==> config.mk <==
export PLATFORM = sky130hd
export DESIGN_NAME = kmu_cta_gen
export DESIGN_NICKNAME = d
export VERILOG_FILES = /design/src/rtl/kmu_cta_gen.sv
export SDC_FILE = /design/constraint.sdc
export NUM_CORES = 1
export LEC_CHECK = 0
export ABC_AREA = 0
export BUFFER_PORTS_ARGS = -buffer_cell sky130_fd_sc_hd__buf_2
export CORE_ASPECT_RATIO = 0.8
export CORE_MARGIN = 5
export CORE_UTILIZATION = 46
export CTS_CLUSTER_DIAMETER = 100
export DETAILED_ROUTE_END_ITERATION = 8
export PLACE_DENSITY = 0.81
export SYNTH_ARGS = -nofsm -noshare
export SYNTH_HDL_FRONTEND = slang
export SYNTH_SLANG_ARGS = --single-unit
export TNS_END_PERCENT = 1
==> constraint.sdc <==
create_clock -name clk -period 4.35 [get_ports clk]
set_input_delay 0.435 -clock clk [delete_from_list [all_inputs] [get_ports clk]]
set_output_delay 0.435 -clock clk [all_outputs]
set_load 0.05 [all_outputs]
==> src/rtl/kmu_cta_gen.sv <==
// rtl/kmu_cta_gen.sv - KMU CTA generator: walks a launch grid x-fastest and emits one CTA task per handshake
// Optional feature macro: KMU_PERF_EN (adds perf_stall_cycles / perf_ctas counters)
module kmu_cta_gen #(
  parameter int XLEN        = 32,
  parameter int NUM_THREADS = 4,
  parameter int NUM_WARPS   = 4
) (
  input  logic                   clk,
  input  logic                   reset,
  input  logic                   launch_valid,
  output logic                   launch_ready,
  input  logic [XLEN-1:0]        launch_pc,
  input  logic [XLEN-1:0]        launch_param,
  input  logic [31:0]            grid_x,
  input  logic [31:0]            grid_y,
  input  logic [31:0]            grid_z,
  input  logic [31:0]            block_threads,
  output logic                   req_valid,
  input  logic                   req_ready,
  output logic [XLEN-1:0]        req_start_pc,
  output logic [XLEN-1:0]        req_param,
  output logic [31:0]            req_cta_x,
  output logic [31:0]            req_cta_y,
  output logic [31:0]            req_cta_z,
  output logic [31:0]            req_cta_id,
  output logic [NUM_THREADS-1:0] req_remain_mask,
  output logic [31:0]            req_num_warps,
  output logic                   busy,
  output logic                   done
`ifdef KMU_PERF_EN
  ,
  output logic [31:0]            perf_stall_cycles,
  output logic [31:0]            perf_ctas
`endif
);

  localparam logic [0:0] ST_IDLE = 1'b0;
  localparam logic [0:0] ST_GEN  = 1'b1;
  localparam logic [31:0] MAX_THREADS = 32'(NUM_WARPS * NUM_THREADS);

  logic [0:0]            state;
  logic [31:0]           gx, gy, gz;
  logic [31:0]           bt, rem;
  logic [31:0]           new_warps;
  logic [NUM_THREADS-1:0] new_mask;
  logic                  launch_fire, req_fire;
  logic                  x_last, y_last, z_last;
  logic                  zero_launch;

  assign launch_ready = (state == ST_IDLE);
  assign req_valid    = (state == ST_GEN);
  assign busy         = (state == ST_GEN);
  assign launch_fire  = launch_valid && launch_ready;
  assign req_fire     = req_valid && req_ready;
  assign x_last       = (req_cta_x == gx - 32'd1);
  assign y_last       = (req_cta_y == gy - 32'd1);
  assign z_last       = (req_cta_z == gz - 32'd1);
  assign zero_launch  = (grid_x == 32'd0) || (grid_y == 32'd0) ||
                        (grid_z == 32'd0) || (block_threads == 32'd0);

  // Clamp the block to what one core can hold, then derive warp count and last-warp lane mask
  always_comb begin
    bt        = (block_threads > MAX_THREADS) ? MAX_THREADS : block_threads;
    rem       = bt % 32'(NUM_THREADS);
    new_warps = (bt + 32'(NUM_THREADS - 1)) / 32'(NUM_THREADS);
    new_mask  = (rem == 32'd0) ? {NUM_THREADS{1'b1}} : ~({NUM_THREADS{1'b1}} << rem);
  end

  // Launch capture, grid walk and completion pulse
  always_ff @(posedge clk) begin
    if (reset) begin
      state           <= ST_IDLE;
      gx              <= '0;
      gy              <= '0;
      gz              <= '0;
      req_start_pc    <= '0;
      req_param       <= '0;
      req_cta_x       <= '0;
      req_cta_y       <= '0;
      req_cta_z       <= '0;
      req_cta_id      <= '0;
      req_remain_mask <= '0;
      req_num_warps   <= '0;
      done            <= 1'b0;
    end else begin
      done <= 1'b0;
      case (state)
        ST_IDLE: begin
          if (launch_fire) begin
            gx              <= grid_x;
            gy              <= grid_y;
            gz              <= grid_z;
            req_start_pc    <= launch_pc;
            req_param       <= launch_param;
            req_cta_x       <= '0;
            req_cta_y       <= '0;
            req_cta_z       <= '0;
            req_cta_id      <= '0;
            req_remain_mask <= new_mask;
            req_num_warps   <= new_warps;
            // An empty grid completes immediately without emitting any CTA
            if (zero_launch) done  <= 1'b1;
            else             state <= ST_GEN;
          end
        end
        default: begin
          if (req_fire) begin
            if (x_last && y_last && z_last) begin
              state <= ST_IDLE;
              done  <= 1'b1;
            end else begin
              req_cta_id <= req_cta_id + 32'd1;
              if (x_last) begin
                req_cta_x <= '0;
                if (y_last) begin
                  req_cta_y <= '0;
                  req_cta_z <= req_cta_z + 32'd1;
                end else begin
                  req_cta_y <= req_cta_y + 32'd1;
                end
              end else begin
                req_cta_x <= req_cta_x + 32'd1;
              end
            end
          end
        end
      endcase
    end
  end

`ifdef KMU_PERF_EN
  // Per-launch stall and issued-CTA counters; stall count saturates rather than wraps
  always_ff @(posedge clk) begin
    if (reset || launch_fire) begin
      perf_stall_cycles <= '0;
      perf_ctas         <= '0;
    end else begin
      if (req_valid && !req_ready && (perf_stall_cycles != 32'hFFFF_FFFF))
        perf_stall_cycles <= perf_stall_cycles + 32'd1;
      if (req_fire)
        perf_ctas <= perf_ctas + 32'd1;
    end
  end
`endif

endmodule
== After elaboration in Yosys (flattened, before gate mapping) ==
Cells that the tools add are included.
W data, S select, Z words.
Cells by class
  shift-type cells: 1
  eq/ne operators: 7
  $add $sub $neg: 8
  mux-type cells: 30
  bitwise logic cells: 2
  reduce and logical (&&, ||, !) cells: 17
  order comparisons: 1
Operators with widths (number)
  $mux W32: 19
  $logic_not A32 Y1: 5
  $add A32 B1 Y32 const B: 4
  $eq A32 B32 Y1: 3
  $sub A32 B1 Y32 const B: 3
  $add A32 B2 Y32 const B: 1
  $gt A32 B5 Y1 const B: 1
  $mux W1: 10
  $ne A2 B1 Y1 const B: 3
  $reduce_and A5 Y1: 1
  $logic_and A1 B1 Y1: 4
  $mux W4: 1
  $not A4 Y4: 1
  $reduce_and A4 Y1: 1
  $shl A4 B2 Y4 const A: 1
  $logic_or A1 B1 Y1: 3
  $reduce_and A3 Y1: 1
  $ne A2 B2 Y1 const B: 1
  $reduce_and A2 Y1: 1
  $reduce_bool A2 Y1: 1
  $not A1 Y1: 1
Word-level totals
  logic and storage cells: 79
  register bits: 324
  output and inout bits: 232
  input bits: 196

== Longest topological paths before layout ==
Gate-level depths: netlist (run 1).
  word-level depth: 7
  mapped depth: 16
  mapped depth without buffers: 12

== Worst setup path after synthesis (run 1) ==
No wires, ideal clock.
  path kind: register to register
  from: register gx[9]
  to: register req_cta_z[26]
  data arrival time: 3.810 ns
  data required time: 4.280 ns
  slack: 0.470 ns
  clock period less this slack: 3.880 ns
  stages on the path, launching flop included: 14
  buffers on the path: 3
  library setup time: 0.070 ns
  cell sequence: dfxtp_1 > buf_6 > or4_4 > or4_1 > buf_2 > nor4_4 > mux2i_1 > o31ai_2 > a2111oi_4 > nand3_2 > o21a_1 > buf_6 > or4_1 > a21oi_1
On the way
  cells in the longest elaborated chain, start to end: 6
  elaborated cells on any way between the ends: 7
  those cells by class: 1 x add/sub; 3 x eq/ne; 3 x reduce/logical
RTL lines
  start, declared: line 42  | logic [31:0] gx, gy, gz;
  start signal, assigned: line 90  | gx <= grid_x;
  $sub A32 B1 Y32 (*): line 55  | assign x_last = (req_cta_x == gx - 32'd1);
  $eq A32 B32 Y1 (*): line 55
  $logic_and A1 B1 Y1 (2 in a row): line 108  | if (x_last && y_last && z_last) begin
  $ne A2 B2 Y1 (no source line)
  $reduce_and A5 Y1 (no source line) (*)
  end signal, assigned: line 117  | req_cta_z <= req_cta_z + 32'd1;
  end, declared: line 24  | output logic [31:0] req_cta_z,
Mark *: on every way between the ends. The rest lies on a longest branch, timed or not.
A chain may end at the register's enable or synchronous reset.

== Worst setup path in the final report (run 1) ==
  from: register gx[9]
  to: register req_cta_z[8]
Same word-level chain as after synthesis.

==> impl_metrics.py, run 1 <==
metrics = {
    "status": {
        "status": "complete, no violations",
    },
    "clock_network": {
        "worstSkewPairLatency_ps": 530,
        "max-clock-path-buffers": 3,
        "cts.sink_count": 324,
        "cts.clk_slew.worst_paths_ps": 60,
        "hold_buffers": 0,
        "cts.repair_timing.setup_buffer_count": 0,
        "clk_root_buffer_cell": "clkbuf_16",
        "cts-buffers-inserted": 35,
        "tritoncts": "built",
        "cts_max_level": 2,
    },
    "power": {
        "power.share.clock_pct": 39.4,
        "internal_power_mw": 5.32,
        "switching_share_pct": 30.0,
        "seqPwrFrac_pct": 41.8,
        "power_density_nw_per_um2": 357,
        "power.static_leakage_nw": 8.82,
        "switchingPower_mw": 2.28,
        "comb_power_share_pct": 18.8,
        "irDropWorstVdd_mv": 0.308,
    },
    "critical_path": {
        "timing.critical_path.required_ps": 4780,
        "timing.critical_path.to_type": "flip-flop",
        "setup.worst_path.class": "flip-flop to flip-flop",
        "timing.critical_path.cells": "or4_4, or4_1, nor4_4, mux2i_1, o31ai_2, a2111oi_4, nand3_2, o21a_1, buf_12, or4_1, a21oi_1",
        "cpMostUsedCell": "or4_1",
        "cpMaxStageDelayCell": "or4_1",
        "critPathBufInv": 1,
        "slowest_delay_ps": 600,
        "path_max_fanout": 33,
        "worst_setup_path_start_kind": "flip-flop",
        "worst_path_dominant_cell_family": "simple AND/OR/NAND/NOR gates",
        "timing.critical_path.arrival_ps": 4610,
    },
    "synth": {
        "post_synth_num_cell_types": 81,
        "number_of_flip_flops_and_latches_in_the_synthesized_netlist": 324,
        "leading_register_cell_type_out_of_synthesis": "dfxtp_1",
        "post_synth.cell_area_avg_um2": 7.63,
        "ys_seq_area_share_pct": 37.3,
        "synthesis.instances": 2281,
        "async_reset_ff_share_pct": 0,
        "netlist_area_um2": 17400,
        "yosys_warnings": 0,
        "number_of_enable_type_register_cells_in_the_synthesized_netlist": 0,
    },
    "placed_design": {
        "io_buffer_count": 425,
        "placement.setup.worst_slack_ps": 184,
        "final_weighted_congestion_of_routability_driven_global_placement": 0.960,
        "post-dp-hpwl_mm": 47.7,
        "placement.cell_area_um2": 20100,
    },
    "sta": {
        "slew-limit-headroom_pct": 20.3,
        "finalSetupViolations": 0,
        "post-route-min-period_ps": 4180,
        "fin_tns_setup_ps": 0,
        "layout_worst_path_cycle_share_pct": 96.1,
        "tightest_slew_ps": 1200,
        "setup_repair_after_global_routing_missed_its_margin": "no",
        "setup_slack_ps": 170,
        "report.final.hold_viol_count": 0,
        "finalMaxSlewViolations": 0,
        "fmax_ghz": 0.239,
        "final.setup_skew_ps": 24.6,
        "fin_hold_ws_ps": 143,
    },
    "cells_and_area": {
        "flow.area_growth_from_synthesis_pct": 22.1,
        "postLayoutCellArea_um2": 21300,
        "drive_gt1_share_pct": 22.3,
        "finish.net_count": 2861,
    },
    "drt": {
        "wirelength_mm": 63.4,
        "drt-initial-drc-count": 2266,
        "wl_per_cell_um": 20.0,
        "postRouteAntennaNets": 0,
        "drc_errors": 0,
        "post_drt_via_cell_ratio": 5.99,
        "drtPass1Iterations": 5,
        "vias": 18995,
    },
    "global_route": {
        "routing_usage_on_met3_pct": 7.33,
        "first_pass_grt_wire_length_mm": 97.9,
        "grt_antenna_before_repair": 2,
        "track_usage_pct": 28.7,
        "grt_use_met1_pct": 37.7,
        "global_route.peak_usage_layer": "met2",
        "globalRouteMet2Util_pct": 44.9,
        "remaining_overflow_grt": 0,
        "grt_max_degree": 96,
        "vias_in_the_first_global_route": 17890,
    },
    "floorplanning": {
        "boundaryPins": 428,
        "std_cell_rows": 63,
        "core_area_um2": 37200,
        "die_area_um2": 41900,
        "die_y_um": 184,
        "dieWidth_um": 227,
        "effective_utilization_at_floorplan_pct": 46.8,
    },
    "worst_hold_path": {
        "hold_class": "input pin to flip-flop",
    },
    "job": {
        "maxCapViolCount": 0,
    },
}
## area by class of cell
| type | instances | area [um2] |
|---|---|---|
| Sequential cell | 324 | 6490 |
| Tap cell | 487 | 609 |
| Antenna cell | 1 | 2.50 |
| Timing Repair Buffer | 489 | 2660 |
| Clock buffer | 50 | 1050 |
| Fill cell | 3432 | 15900 |
| Multi-Input combinational cell | 1768 | 10200 |
| Inverter | 38 | 143 |
| Clock inverter | 12 | 95.1 |
## routing by layer
metal	part of all wire (%)	wire, um
met1	41	25900
met2	45	28300
met3	10	6310
met4	4.5	2880
met5	0.033	21
## tightest hold or removal path, cell delays in order
cell and delay (ps):
buf_2 90, nand2_1 50, a21oi_1 50
## per-stage QoR
step,power (mW),instances,utilization (%)
after global placement,4.60,3106,54.0
after detailed placement,4.63,3106,54.0
after global routing,7.92,3168,57.1
after CTS,7.63,3168,57.1
after floorplan,4.16,2282,-
final,7.59,3169,57.1
## cells in the final DEF, fill, tap and decap left out, types with 38 or more instances in the layout
cell type | Yosys | routed
nor4_1 | 90 | 90
nor2_1 | 111 | 110
inv_1 | 38 | 38
dfxtp_1 | 324 | 324
and2_1 | 42 | 42
buf_4 | 4 | 60
o21ai_0 | 66 | 66
or4_1 | 48 | 48
nand4_1 | 61 | 61
nor3_1 | 52 | 52
nand2_1 | 458 | 457
a21oi_1 | 235 | 235
xnor2_1 | 85 | 85
or3_1 | 55 | 55
xor2_1 | 62 | 62
buf_2 | 10 | 424
nand3_1 | 68 | 68
## flip-flops by register name, summed over array words and instances (netlist names)
signal,count
req_remain_mask,4
req_cta_y,32
gy,32
req_cta_x,32
gz,32
req_cta_z,32
req_param,32
req_cta_id,32
req_start_pc,32
done,1
busy,1
gx,32
req_num_warps,30
## synth_stat cells, drive strengths merged (12+ instances only)
cell type	count	area share [%]
or4	50	2.2
xnor2	85	4.3
o21ai	66	1.9
nand3	70	2.1
or3	55	2.0
nand2	458	9.9
clkbuf	128	2.8
a21oi	235	6.8
nor2	112	2.4
dfxtp	324	37
mux2i	14	0.81
and3	30	1.1
nor4	93	3.6
nand4	62	2.3
o31ai	37	1.6
and2	42	1.5
nor2b	16	0.58
xor2	62	3.1
nand2b	12	0.43
inv	38	0.82
buf	24	0.76
a31oi	18	0.68
or2	21	0.75
nor3	52	1.5
## power by group through the flow
stage / sequential [mW] / combinational (mW) / clock (mW)
3_5_place_dp: 3.24 / 1.40 / 0
3_3_place_gp: 3.23 / 1.37 / 0
2_1_floorplan: 3.35 / 0.817 / 0
5_1_grt: 3.18 / 1.55 / 3.18
4_1_cts: 3.17 / 1.40 / 3.06
6_report: 3.17 / 1.43 / 2.99
## cell families (layout without fill, tap and decap cells)
group	after synthesis	in the layout	synth area share [%]
AOI/OAI and AO/OA	475	475	16.9
xor gates and xnor gates	147	147	7.40
adders and majority gates	9	9	0.647
buffers and inverters	190	589	4.34
DFF	324	324	37.3
muxes	18	18	1.06
other	1	3	0.0215
and+or+nand+nor	1117	1117	32.3
## what timing repair did
action | in CTS | in global routing
resized for setup | 0 | 5
setup endpoints to repair | 0 | 106
endpoints found under the hold margin | 0 | 0
## worst paths after layout
check / to / cells after the start / slack [ps] / startpoint
worst max register to register: req_cta_z[8] / 11 / 170 / gx[9]
worst min-delay path: req_start_pc[17] / 3 / 140 / launch_pc[17]
worst min register to register: req_start_pc[17] / 2 / 450 / req_start_pc[17]
worst max-delay path: req_cta_z[8] / 11 / 170 / gx[9]
Note: power is estimated with default switching activity, not from simulation.
==> run 2, diff against run 1 <==
--- a/config.mk
+++ b/config.mk
@@ -9,10 +9,10 @@
 export BUFFER_PORTS_ARGS = -buffer_cell sky130_fd_sc_hd__buf_2
 export CORE_ASPECT_RATIO = 0.8
 export CORE_MARGIN = 5
-export CORE_UTILIZATION = 46
+export CORE_UTILIZATION = 54
 export CTS_CLUSTER_DIAMETER = 100
 export DETAILED_ROUTE_END_ITERATION = 8
-export PLACE_DENSITY = 0.81
+export PLACE_DENSITY = 0.92
 export SYNTH_ARGS = -nofsm -noshare
 export SYNTH_HDL_FRONTEND = slang
 export SYNTH_SLANG_ARGS = --single-unit
==> run 2 against run 1 <==
Compared with the run above: sequential cell count unchanged; final cell count decreased by 2.2%; sequential share of layout area grew 0.15 points; wire length increased by 0.47%; worst hold slack better by 2.7 ps; fmax rose by 1.4%; via count grew 2.1%; non-clock buffer count decreased by 7; global-route usage is 4.6 points higher; critical path type unchanged; largest cell class unchanged.
==> impl_metrics.py, run 2 (synthesized netlist as in run 1, its figures left out) <==
metrics = {
    "floorplanning": {
        "std_cell_rows": 58,
        "boundaryPins": 428,
        "dieWidth_um": 211,
        "die_y_um": 171,
        "core_area_um2": 31600,
        "effective_utilization_at_floorplan_pct": 55.0,
        "die_area_um2": 35900,
    },
    "sta": {
        "setup_repair_after_global_routing_missed_its_margin": "no",
        "layout_worst_path_cycle_share_pct": 94.8,
        "report.final.hold_viol_count": 0,
        "slew-limit-headroom_pct": 21.4,
        "finalMaxSlewViolations": 0,
        "finalSetupViolations": 0,
        "final.setup_skew_ps": 19.9,
        "fmax_ghz": 0.243,
        "fin_tns_setup_ps": 0,
        "tightest_slew_ps": 1150,
        "post-route-min-period_ps": 4120,
        "fin_hold_ws_ps": 146,
    },
    "placed_design": {
        "io_buffer_count": 425,
        "post-dp-hpwl_mm": 48.1,
        "final_weighted_congestion_of_routability_driven_global_placement": 1.02,
        "placement.cell_area_um2": 20000,
    },
    "cells_and_area": {
        "layout_common_cells": "nand2_1, buf_2, dfxtp_1",
        "fillers": 2581,
        "finish.net_count": 2853,
        "flow.area_growth_from_synthesis_pct": 21.5,
        "postLayoutCellArea_um2": 21200,
        "drive_gt1_share_pct": 22.0,
        "most_frequent_standard_cell_in_the_layout_excluding_fill_and_tap_cells": "nand2_1",
    },
    "worst_hold_path": {
        "hold_class": "input pin to flip-flop",
    },
    "power": {
        "power_density_nw_per_um2": 361,
        "power.static_leakage_nw": 8.78,
        "irDropWorstVdd_mv": 0.397,
    },
    "critical_path": {
        "setup.worst_path.class": "flip-flop to flip-flop",
        "worst_setup_path_start_kind": "flip-flop",
        "timing.critical_path.required_ps": 4780,
        "slack_of_the_worst_reg_to_reg_path_ps": 230,
        "path_max_fanout": 16,
        "timing.critical_path.arrival_ps": 4550,
        "timing.critical_path.to_type": "flip-flop",
    },
    "clock_network": {
        "max-clock-path-buffers": 3,
        "cts.repair.resized": 0,
        "cts.repair_timing.setup_buffer_count": 0,
        "cts.clk_slew.worst_paths_ps": 60,
        "clk_root_buffer_cell": "clkbuf_16",
        "cts.sink_count": 324,
        "worstSkewPairLatency_ps": 530,
        "tritoncts": "built",
        "cts-buffers-inserted": 34,
        "hold_buffers": 0,
        "cts_max_level": 2,
    },
    "drt": {
        "postRouteAntennaNets": 0,
        "drc_errors": 0,
        "post_drt_via_cell_ratio": 6.26,
        "drtPass1Iterations": 6,
        "wirelength_mm": 63.7,
        "vias": 19398,
        "drt-initial-drc-count": 2045,
        "wl_per_cell_um": 20.5,
    },
    "global_route": {
        "grt_max_degree": 154,
        "vias_in_the_first_global_route": 17783,
        "first_pass_grt_wire_length_mm": 97.9,
        "remaining_overflow_grt": 0,
        "grt_antenna_before_repair": 6,
        "track_usage_pct": 33.4,
    },
    "status": {
        "status": "complete, no violations",
    },
    "job": {
        "maxCapViolCount": 0,
    },
}
==> run 2: cell types whose count changed in the layout (fill, tap and decap cells not counted), sizes merged <==
cell	before	now
buf	489	482
clkinvlp	1	3
clkinv	10	8
clkbuf	50	46
diode	1	6
bufinv	1	3
==> run 2: stage by stage <==
| step | worst slack [ps] | utilization, % | power (mW) | std cells |
|---|---|---|---|---|
| after global routing | 64.4 | 66.8 | 7.92 | 3097 |
| final | 228 | 66.9 | 7.65 | 3098 |
| after CTS | 62.2 | 66.8 | 7.64 | 3092 |
| after detailed placement | 71.8 | 63.1 | 4.62 | 3032 |
| after floorplan | 470 | - | 4.16 | 2282 |
| after global placement | 154 | 63.1 | 4.59 | 3032 |
==> run 2: final timing paths <==
path,start,endpoint,cells past startpoint
worst max register to register,gx[9],req_cta_z[2],12
worst max-delay path,gx[9],req_cta_z[2],12
worst min register to register,req_start_pc[18],req_start_pc[18],2
worst min-delay path,launch_pc[14],req_start_pc[14],3
==> run 2: metal layers <==
| metal | track usage, % | routed length [um] | vias to the layer above |
|---|---|---|---|
| met5 | 0 | 20 | - |
| met4 | 16.7 | 3660 | 2 |
| met3 | 6.78 | 6550 | 212 |
| met2 | 53.7 | 28600 | 1186 |
| met1 | 43.0 | 24800 | 9064 |
| li1 | - | - | 8934 |
==> run 2: cell type report <==
cell class	instances	area (um2)	area share, %
flip-flops and latches	324	6490	30.7
well taps	420	526	2.48
multi-input cells	1768	10200	48.2
inverters	38	143	0.674
clock buffers	46	1010	4.77
clock inverters	14	156	0.739
repair buffers	482	2620	12.4
diodes	6	15.0	0.0710
==> run 2: report_power, final <==
group          total, mW  leakage [nW]  switching (mW)  internal [mW]
Clock               3.05         0.571            1.24           1.81
Combinational       1.42          5.57           0.919          0.497
Sequential          3.18          2.64           0.115           3.06
==> run 2: critical path: stages, from the launching register on <==
cell	delay, ps
dfxtp_1	310
or4_4	550
or4_1	680
nor4_4	390
mux2i_1	260
o31ai_2	120
a2111oi_4	380
nand3_2	180
o21a_2	360
buf_12	190
buf_4	140
or3_1	310
a21oi_1	160
